[src/rtl/packetizer_1_sub_if.sv]
// Upstream word handshake plus downstream flit channel of the single-flit packetizer.
interface packetizer_1_sub_if #(
  parameter int WIDTH_PKT        = 36,
  parameter int WIDTH_DATA       = 12,
  parameter int VC_ADDRESS_WIDTH = 1,
  parameter int ADDRESS_WIDTH    = 4
);
  logic [WIDTH_DATA-1:0]       data_in;
  logic                        valid_in;
  logic                        ready_out;
  logic [ADDRESS_WIDTH-1:0]    dest_in;
  logic [VC_ADDRESS_WIDTH-1:0] vc_in;
  logic [WIDTH_PKT-1:0]        data_out;
  logic                        ready_in;

  modport master (
    output data_in, valid_in, dest_in, vc_in, ready_in,
    input  ready_out, data_out
  );

  modport slave (
    input  data_in, valid_in, dest_in, vc_in, ready_in,
    output ready_out, data_out
  );
endinterface

[src/rtl/packetizer_1_sub.sv]
// Formats a data word into a one-flit NoC packet (valid/head/tail/vc/dest/data) and queues it in a
// 2-entry registered skid FIFO; 1-cycle latency when empty, ready_out depends only on registered count.
module packetizer_1_sub #(
  parameter int WIDTH_PKT        = 36,
  parameter int WIDTH_DATA       = 12,
  parameter int VC_ADDRESS_WIDTH = 1,
  parameter int ADDRESS_WIDTH    = 4
) (
  input  logic                 clk,
  input  logic                 rst_n,
  packetizer_1_sub_if.slave    bus
);

  localparam int WIDTH_DATA_IDL = WIDTH_PKT - 3 - VC_ADDRESS_WIDTH - ADDRESS_WIDTH;
  localparam int EXTRA_BITS     = WIDTH_DATA_IDL - WIDTH_DATA;

  generate
    if (EXTRA_BITS < 0) begin : g_width_check
      $error("packetizer_1_sub: WIDTH_DATA does not fit in the packet data field");
    end
  endgenerate

  logic [WIDTH_PKT-1:0] pkt0_q, pkt0_d;
  logic [WIDTH_PKT-1:0] pkt1_q, pkt1_d;
  logic                 rd_ptr_q, rd_ptr_d;
  logic                 wr_ptr_q, wr_ptr_d;
  logic [1:0]           count_q, count_d;
  logic                 rdy_en_q, rdy_en_d;

  logic [WIDTH_PKT-1:0] fmt_pkt;
  logic                 ready_w;
  logic                 push;
  logic                 pop;

  // rdy_en_q keeps ready_out low through reset and until the first edge after release.
  assign ready_w       = rdy_en_q && (count_q != 2'd2);
  assign bus.ready_out = ready_w;
  assign bus.data_out  = (count_q != 2'd0) ? (rd_ptr_q ? pkt1_q : pkt0_q) : '0;

  always_comb begin
    fmt_pkt                                                   = '0;
    fmt_pkt[WIDTH_PKT-1]                                      = 1'b1;
    fmt_pkt[WIDTH_PKT-2]                                      = 1'b1;
    fmt_pkt[WIDTH_PKT-3]                                      = 1'b1;
    fmt_pkt[WIDTH_PKT-4 -: VC_ADDRESS_WIDTH]                  = bus.vc_in;
    fmt_pkt[WIDTH_PKT-4-VC_ADDRESS_WIDTH -: ADDRESS_WIDTH]    = bus.dest_in;
    fmt_pkt[WIDTH_DATA_IDL-1 -: WIDTH_DATA]                   = bus.data_in;
  end

  always_comb begin
    pkt0_d   = pkt0_q;
    pkt1_d   = pkt1_q;
    rd_ptr_d = rd_ptr_q;
    wr_ptr_d = wr_ptr_q;
    count_d  = count_q;
    rdy_en_d = 1'b1;

    push = bus.valid_in && ready_w;
    pop  = (count_q != 2'd0) && bus.ready_in;

    if (push) begin
      if (wr_ptr_q) begin
        pkt1_d = fmt_pkt;
      end else begin
        pkt0_d = fmt_pkt;
      end
      wr_ptr_d = ~wr_ptr_q;
    end

    if (pop) begin
      rd_ptr_d = ~rd_ptr_q;
    end

    case ({push, pop})
      2'b10:   count_d = count_q + 2'd1;
      2'b01:   count_d = count_q - 2'd1;
      default: count_d = count_q;
    endcase
  end

  always_ff @(posedge clk or negedge rst_n) begin
    if (!rst_n) begin
      pkt0_q   <= '0;
      pkt1_q   <= '0;
      rd_ptr_q <= 1'b0;
      wr_ptr_q <= 1'b0;
      count_q  <= 2'd0;
      rdy_en_q <= 1'b0;
    end else begin
      pkt0_q   <= pkt0_d;
      pkt1_q   <= pkt1_d;
      rd_ptr_q <= rd_ptr_d;
      wr_ptr_q <= wr_ptr_d;
      count_q  <= count_d;
      rdy_en_q <= rdy_en_d;
    end
  end

endmodule

[src/flat_wrapper.sv]
// flat-port wrapper written by rule: the top's interface ports become plain ports
module packetizer_1_sub_flat 
#(
  parameter int WIDTH_PKT        = 36,
  parameter int WIDTH_DATA       = 12,
  parameter int VC_ADDRESS_WIDTH = 1,
  parameter int ADDRESS_WIDTH    = 4
)
  (clk, rst_n, bus_data_in, bus_valid_in, bus_dest_in, bus_vc_in, bus_ready_in, bus_ready_out, bus_data_out);
  packetizer_1_sub_if #(.WIDTH_PKT(WIDTH_PKT), .WIDTH_DATA(WIDTH_DATA), .VC_ADDRESS_WIDTH(VC_ADDRESS_WIDTH), .ADDRESS_WIDTH(ADDRESS_WIDTH)) bus_i ();
  input  logic clk;
  input  logic rst_n;
  input wire logic [$bits(bus_i.data_in)-1:0] bus_data_in;
  input wire logic [$bits(bus_i.valid_in)-1:0] bus_valid_in;
  input wire logic [$bits(bus_i.dest_in)-1:0] bus_dest_in;
  input wire logic [$bits(bus_i.vc_in)-1:0] bus_vc_in;
  input wire logic [$bits(bus_i.ready_in)-1:0] bus_ready_in;
  output wire logic [$bits(bus_i.ready_out)-1:0] bus_ready_out;
  output wire logic [$bits(bus_i.data_out)-1:0] bus_data_out;
  assign bus_i.data_in = bus_data_in;
  assign bus_i.valid_in = bus_valid_in;
  assign bus_i.dest_in = bus_dest_in;
  assign bus_i.vc_in = bus_vc_in;
  assign bus_i.ready_in = bus_ready_in;
  assign bus_ready_out = bus_i.ready_out;
  assign bus_data_out = bus_i.data_out;
  packetizer_1_sub #(.WIDTH_PKT(WIDTH_PKT), .WIDTH_DATA(WIDTH_DATA), .VC_ADDRESS_WIDTH(VC_ADDRESS_WIDTH), .ADDRESS_WIDTH(ADDRESS_WIDTH)) u_core (.clk(clk), .rst_n(rst_n), .bus(bus_i));
endmodule
[config.mk]
export PLATFORM = sky130hd
export DESIGN_NAME = packetizer_1_sub_flat
export DESIGN_NICKNAME = d
export VERILOG_FILES = /design/src/rtl/packetizer_1_sub_if.sv /design/src/rtl/packetizer_1_sub.sv /design/src/flat_wrapper.sv
export SDC_FILE = /design/constraint.sdc
export NUM_CORES = 1
export LEC_CHECK = 0
export ABC_AREA = 1
export ABC_CLOCK_PERIOD_IN_PS = 3300
export CELL_PAD_IN_SITES_DETAIL_PLACEMENT = 1
export CELL_PAD_IN_SITES_GLOBAL_PLACEMENT = 1
export CORE_UTILIZATION = 38
export DETAILED_ROUTE_END_ITERATION = 7
export GPL_TIMING_DRIVEN = 0
export PLACE_DENSITY = 0.84
export SLEW_MARGIN = 0
export SYNTH_ARGS = -nofsm -noshare
export SYNTH_HDL_FRONTEND = slang
export SYNTH_SLANG_ARGS = --single-unit
[constraint.sdc]
create_clock -name clk -period 3.3 [get_ports clk]
set_clock_uncertainty 0.15 [all_clocks]
set_input_delay 0.66 -clock clk [delete_from_list [all_inputs] [get_ports clk]]
set_output_delay 0.66 -clock clk [all_outputs]
set_load 0.02 [all_outputs]
==> summary.txt, run 1 <==
Worst setup path
  – Crit path cell chain: buf_2, clkbuf_1, nand2_1, a21oi_1, clkdlybuf4s50_1
  – Max incr delay on CP: 0.62 ns
  – Worst setup path class: flop to primary output
  – Critical-path top delay cell: clkdlybuf4s50_1
  – CP required: around 2.5 ns
  – Worst setup EP type: primary output
  – WP data arrival: 2.25 ns
  – Startpoint Class: flop
  – Crit Path Max Fanout: 10

Status
  – Status: finished clean

Power
  – Switch Pwr: approximately 1200 uW
  – Switching part of the total: 44.3%
  – Maximum vdd ir drop: 454 uV
  – Clock share of power: 11.5%
  – Reg power frac: approximately 33%
  – Comb power frac: 55.9%
  – Power Dens Cells: ~940 nW/um2
  – Internal power: between 1000 and 1500 uW
  – Leak pwr: 0.00139 uW

Timing
  – RSZ-0062 raised after global routing: no
  – Period minus WS final: approximately 3.1 ns
  – Setup violation total in the final timing report: 0
  – F_max: ~330 MHz
  – Worst Tran Pin Value: between 0.6 and 0.7 ns
  – Slew Limit Fails: 0
  – Period utilization: roughly 93%
  – Slew headroom: between 50% and 60%
  – Final Hold Viols: 0
  – Setup TNS: 0 ns

Global route
  – Total GRT Usage: between 20 and 25%
  – Total gr overflow: 0
  – Number of global-route vias before repair: between 2,000 and 2,500
  – Antenna violations before repair: 0
  – Global-route wire length before repair: about 11,000 um
  – Largest net degree at the start of global routing: 25

Synth
  – Post-synthesis mux area share: 0%
  – Post-Synth Simple-Gate Area: 32.2%
  – Mapped Area: ~2200 um2
  – Synth Area in Adders: less than 1%
  – Most used DFF post-synth: dfrtp_1
  – Post-synth top area share: between 40% and 50%
  – Post-synth EDFFs: 0
  – Largest family of logic cells by synthesized area: simple AND/OR/NAND/NOR gates
  – FFs w/ async S/R, synth: between 90% and 100%
  – Compound-gate portion of the synthesized area: between 5 and 6%
  – Gate count of the mapped netlist: 259
  – Cell taking the most area after synthesis: dfrtp_1
  – XOR/XNOR share of the synthesized area: under 10%
  – Area contributors post-synth: dfrtp_1 48%, nand2_1 19%, nand4_1 9.9%
  – Synthesized area per cell: between 8 and 9 um2
  – Post-synthesis sequential area ratio: about 48%
  – Cell variety after synth: 23
  – Register bit total from synthesis: 41
  – YS warnings: 0

Clocking
  – Post-CTS Hold Buffers: 0
  – Clock-pin slew on the worst setup and hold paths: roughly 0.080 ns
  – CTS tree: yes
  – Skew-Pair Late Insertion Delay: a little under 0.3 ns
  – CTS H-tree lvls: 2
  – Clk root buf: clkbuf_8
  – Clock buffer depth: 2
  – CTS Sinks: a little over 40
  – Total CTS buffers: 5

Finish
  – ANT cells: 0
  – Area Growth Syn to Fin: 29.7%
  – Nets@finish: roughly 340
  – Share of cells above drive strength 1: about 16%
  – Fin util: approximately half

Drt
  – Post-DR vias/cell: 5.04
  – Final wirelength: 6270 um
  – First-pass DRT Iterations: 4
  – First DRT Iteration DRCs: 90
  – DR DRC count: 0
  – Vias: 1,982
  – Post-route ant nets: 0
  – Per-cell routed wire length: around 16 um

Floorplanning
  – Die H: between 70 and 80 um
  – I/O pins: slightly below 60
  – Die area: roughly 6000 um2
  – Die W: between 70 and 80 um
  – Row cnt: 27
  – Initial Util: 39.4%
  – Core Area: ~5500 um2

Placement
  – Hpwl dp: ~4300 um
  – GPL Wtd Cong: 0.786
  – PortBufs: 40

Min path
  – Worst hold path class: input port to asynchronous set/reset pin

Job
  – Max-cap viol count: 0
[path summary, 6_finish.rpt]
path / slack [ns] / start / to / cells after the start
setup reg to reg: 1.25 / u_core.count_q[1] / u_core.count_q[1] / 6
hold reg to reg: 0.33 / u_core.pkt0_q[33] / u_core.pkt0_q[33] / 2
max in group asynchronous: 2.37 / rst_n / u_core.rd_ptr_q / 2
setup / recovery: 0.24 / u_core.rd_ptr_q / bus_data_out[30] / 5
min in group clk: 0.33 / u_core.pkt0_q[33] / u_core.pkt0_q[33] / 2
hold / removal: 0.15 / rst_n / u_core.pkt0_q[29] / 1
[layout by cell type, fill, tap and decap left out, types with 3 or more instances in the layout]
master	instances
a21oi_1	17
nand2_1	109
clkdlybuf4s50_1	39
dfrtp_1	41
buf_6	5
nand4_1	34
conb_1	17
inv_1	5
inv_2	3
buf_4	18
buf_2	10
clkbuf_8	5
[area by class of cell]
| cell class | count | area [um2] |
|---|---|---|
| Clock buffer | 5 | 68.8 |
| Clock inverter | 1 | 5.00 |
| Buffer | 34 | 248 |
| Multi-Input combinational cell | 190 | 911 |
| Inverter | 9 | 33.8 |
| Sequential cell | 41 | 1030 |
| Fill cell | 694 | 2680 |
| Timing Repair Buffer | 41 | 415 |
| Tap cell | 72 | 90.1 |
[layer usage]
metal | wire [um] | GRT usage, % | up-vias | share of wire, %
met4 | 97 | 6.79 | 0 | 1.5
met1 | 2750 | 28.3 | 986 | 44
met5 | 0 | 0 | - | 0
li1 | - | - | 937 | -
met2 | 3200 | 40.8 | 49 | 51
met3 | 213 | 3.53 | 10 | 3.4
[cells by family (layout without fill, tap and decap cells)]
group	count (synthesis)	count (layout)
AO/OA/AOI/OAI	19	19
XOR/XNOR	3	3
adder cells (fa/ha/maj)	1	1
buffers and inverters	43	90
flip-flops	41	41
other	2	17
AND/OR/NAND/NOR	150	150
[critical path, delay by kind of cell, from the launching register on]
kind / cells / cell delay (ns)
flip-flops: 1 / 0.32
AO/OA/AOI/OAI: 1 / 0.18
AND/OR/NAND/NOR: 1 / 0.14
buffers and inverters: 3 / 1.33
[power by group through the flow]
stage	sequential (uW)	clock, uW	combinational [uW]
3_5_place_dp	867	0	1470
4_1_cts	860	310	1490
6_report	861	304	1480
3_3_place_gp	852	0	1430
2_1_floorplan	831	0	916
5_1_grt	889	330	1610
[sequential cells by signal, indices dropped and copies added (netlist names)]
signal           flops
u_core.pkt0_q       18
u_core.rd_ptr_q      1
u_core.wr_ptr_q      1
u_core.count_q       2
u_core.pkt1_q       18
u_core.rdy_en_q      1
[cells in the mapped netlist, types with 2 or more instances]
cell type,n
nand4_4,2
conb_1,2
nand2_1,109
buf_6,5
nor2_1,2
inv_2,3
a21oi_1,17
inv_1,5
buf_2,9
dfrtp_1,41
buf_4,18
xnor2_1,2
nand4_1,34
[timing repair]
item / CTS / global route
hold endpoints to repair: 0 / 0
resized for setup: 0 / 1
buffers inserted: 0 / 0
setup endpoints to repair: 0 / 2
[metrics by stage]
step | worst slack, ns | cell area (um2) | instances | hold WS [ns] | total power [uW]
finish | 0.242 | 2800 | 393 | 0.155 | 2640
global placement | 0.344 | 2700 | 386 | 0.286 | 2280
global route | 0.0941 | 2800 | 393 | 0.183 | 2830
detailed placement | 0.394 | 2720 | 387 | 0.292 | 2340
floorplan | 0.839 | 2210 | 274 | 0.214 | 1750
CTS | 0.0780 | 2790 | 393 | 0.168 | 2660
(Power assumes the default switching activity.)
==> run 2: changes to the inputs <==
--- a/config.mk
+++ b/config.mk
@@ -9,6 +9,7 @@
 export ABC_CLOCK_PERIOD_IN_PS = 3300
 export CELL_PAD_IN_SITES_DETAIL_PLACEMENT = 1
 export CELL_PAD_IN_SITES_GLOBAL_PLACEMENT = 1
+export CORE_ASPECT_RATIO = 0.9
 export CORE_UTILIZATION = 38
 export DETAILED_ROUTE_END_ITERATION = 7
 export GPL_TIMING_DRIVEN = 0
==> summary.txt, run 2 (synthesis gave the netlist of run 1 again) <==
Status
  – Status: finished clean (unchanged)

Drt
  – DR DRC count: 0 (unchanged)
  – Vias: 2,001 (was 1,982)
  – Per-cell routed wire length: 15.4 um (was 15.9 um)
  – First-pass DRT Iterations: 4 (unchanged)
  – Post-route ant nets: 0 (unchanged)
  – Final wirelength: 5990 um (was 6270 um)
  – Post-DR vias/cell: 5.13 (was 5.04)
  – First DRT Iteration DRCs: 131 (was 90)

Clocking
  – Clock-pin slew on the worst setup and hold paths: 0.08 ns (about the same)
  – CTS tree: yes (unchanged)
  – Clk root buf: clkbuf_8 (unchanged)
  – Post-CTS setup buffers: 0 (unchanged)
  – Skew-Pair Late Insertion Delay: 0.30 ns (was 0.29 ns)
  – CTS H-tree lvls: 2 (unchanged)
  – Total CTS buffers: 5 (unchanged)
  – CTS Sinks: 41 (unchanged)
  – Clock buffer depth: 2 (unchanged)

Worst setup path
  – CP required: 2.49 ns (about the same)
  – Cell mode on critical path: buf_2
  – Worst path depth: 6 (was 5)
  – R2R setup slack: 1.29 ns (was 1.25 ns)
  – RR Endpoint: u_core.count_q[1] (unchanged)
  – Crit Path Max Fanout: 10 (unchanged)
  – Crit path launch: u_core.rd_ptr_q (unchanged)
  – Worst path top cell family by delay: buffers and inverters (unchanged)
  – Critical path capture point: bus_data_out[35] (was bus_data_out[30])
  – Buffers plus inverters on the worst setup path: 5 (was 3)
  – Startpoint Class: flop (unchanged)
  – Reg2Reg Launch Point: u_core.count_q[1] (unchanged)
  – WP data arrival: 2.26 ns (was 2.25 ns)
  – Reg2reg path depth: 6 (unchanged)
  – Worst setup EP type: primary output (unchanged)
  – Max incr delay on CP: 0.59 ns (was 0.62 ns)
  – Worst setup path class: flop to primary output (unchanged)
  – Crit path cell chain: buf_2, inv_2, buf_2, a211oi_2, buf_4, clkdlybuf4s50_1 (was buf_2, clkbuf_1, nand2_1, a21oi_1, clkdlybuf4s50_1)
  – Critical-path top delay cell: clkdlybuf4s50_1 (unchanged)

Finish
  – # fillers: 666 (was 694)
  – Area Growth Syn to Fin: 31.4% (was 29.7%)
  – Nets@finish: 344 (unchanged)
  – Commonest non-fill, non-tap cell in the layout: nand2_1 (unchanged)
  – ANT cells: 0 (unchanged)
  – Largest regs: u_core.pkt0_q x18, u_core.pkt1_q x18, u_core.count_q x2 (unchanged)
  – Share of cells above drive strength 1: 15.8% (was 15.6%)
  – Final instance area: 2830 um2 (was 2800 um2)
  – Most frequent cells in the layout: 109 x nand2_1, 41 x dfrtp_1, 39 x clkdlybuf4s50_1 (unchanged)

Global route
  – Global-route wire length before repair: 9870 um (was 10,500 um)
  – Largest net degree at the start of global routing: 33 (was 25)
  – Antenna violations before repair: 0 (unchanged)
  – Number of global-route vias before repair: 1,947 (was 2,138)
  – Total gr overflow: 0 (unchanged)
  – Total GRT Usage: 23.0% (was 22.9%)

Placement
  – Dpl cell area: 2710 um2 (was 2720 um2)
  – GPL Wtd Cong: 0.784 (was 0.786)
  – PortBufs: 40 (unchanged)
  – Hpwl dp: 4070 um (was 4310 um)

Power
  – Power Dens Cells: 969 nW/um2 (was 944 nW/um2)
  – Leak pwr: 0.00141 uW (was 0.00139 uW)
  – Design Power: 2750 uW (was 2640 uW)
  – Maximum vdd ir drop: 440 uV (was 454 uV)

Min path
  – Worst hold path class: input port to asynchronous set/reset pin (unchanged)

Timing
  – RSZ-0062 raised after global routing: no (unchanged)
  – Period minus WS final: 3.07 ns (was 3.06 ns)
  – Worst Tran Pin Value: 0.536 ns (was 0.605 ns)
  – Slew Limit Fails: 0 (unchanged)
  – Setup TNS: 0 ns (unchanged)
  – Slew headroom: 64.2% (was 59.7%)
  – Setup violation total in the final timing report: 0 (unchanged)
  – F_max: 326 MHz (was 327 MHz)
  – Final Hold Viols: 0 (unchanged)
  – Period utilization: 93.0% (was 92.7%)

Floorplanning
  – Die area: 5980 um2 (about the same)
  – Die H: 73.5 um (was 77.3 um)
  – I/O pins: 58 (unchanged)
  – Initial Util: 40.3% (was 39.4%)
  – Row cnt: 25 (was 27)
  – Core Area: 5350 um2 (was 5470 um2)
  – Die W: 81.4 um (was 77.3 um)

Job
  – Max-cap viol count: 0 (unchanged)
==> run 2: cell count changes in the layout (fill, tap and decap cells not counted) <==
cell / previous run / this run
clkinv_2: 1 / 0
bufinv_16: 0 / 1
clkbuf_8: 5 / 6
clkbuf_1: 1 / 2
==> run 2: repair_timing <==
item                       4_1_cts  5_1_grt
hold endpoints to repair         0        0
gates resized for setup          0        1
setup endpoints to repair        0        2
hold buffers                     0        0
==> run 2: how the worst min path moves through the flow <==
stage	startpoint	endpoint	cells past startpoint
after CTS	rst_n	u_core.pkt1_q[20]	1
after global routing	rst_n	u_core.pkt0_q[17]	1
after global placement	u_core.pkt0_q[33]	u_core.pkt0_q[33]	2
after floorplan	rst_n	u_core.count_q[0]	0
after detailed placement	u_core.pkt0_q[33]	u_core.pkt0_q[33]	2
final	rst_n	u_core.pkt0_q[17]	1
==> run 2: cell type report <==
class	instances	area (um2)	area share, %
Clock inverter	1	30.0	1.06
Tap cell	67	83.8	2.96
Timing Repair Buffer	41	415	14.7
Sequential cell	41	1030	36.2
Clock buffer	7	86.3	3.05
Multi-Input combinational cell	190	911	32.1
Inverter	9	33.8	1.19
Buffer	34	248	8.74
==> run 2: through the flow <==
stage | hold WS (ns) | util, % | std cells | setup slack [ns]
CTS | 0.0665 | 52.9 | 390 | 0.0376
global route | 0.0662 | 53.0 | 390 | 0.0924
detailed placement | 0.295 | 50.7 | 382 | 0.376
finish | 0.0646 | 53.0 | 390 | 0.232
floorplan | 0.214 | - | 274 | 0.839
global placement | 0.283 | 50.4 | 381 | 0.311
==> run 2: per-layer routing <==
metal | part of all wire, % | vias to the layer above | track usage, % | wire length [um]
met1 | 45 | 978 | 30.9 | 2700
met4 | 1.4 | 0 | 9.13 | 85
met2 | 48 | 70 | 36.6 | 2850
met5 | 0 | - | 0 | 0
met3 | 6.0 | 8 | 4.10 | 357
li1 | - | 945 | - | -
==> run 2: worst reg2reg max path, delay by kind of cell (launching register included) <==
family	cells	cell delay, ns
XOR/XNOR	1	0.13
AND/OR/NAND/NOR	3	0.70
buffers and inverters	1	0.06
adder cells (fa/ha/maj)	1	0.36
flip-flops	1	0.49
==> run 2: report_power, final <==
group / internal, uW / switching (uW)
Combinational: 608 / 851
Clock: 247 / 179
Sequential: 722 / 140
Total: 1580 / 1170
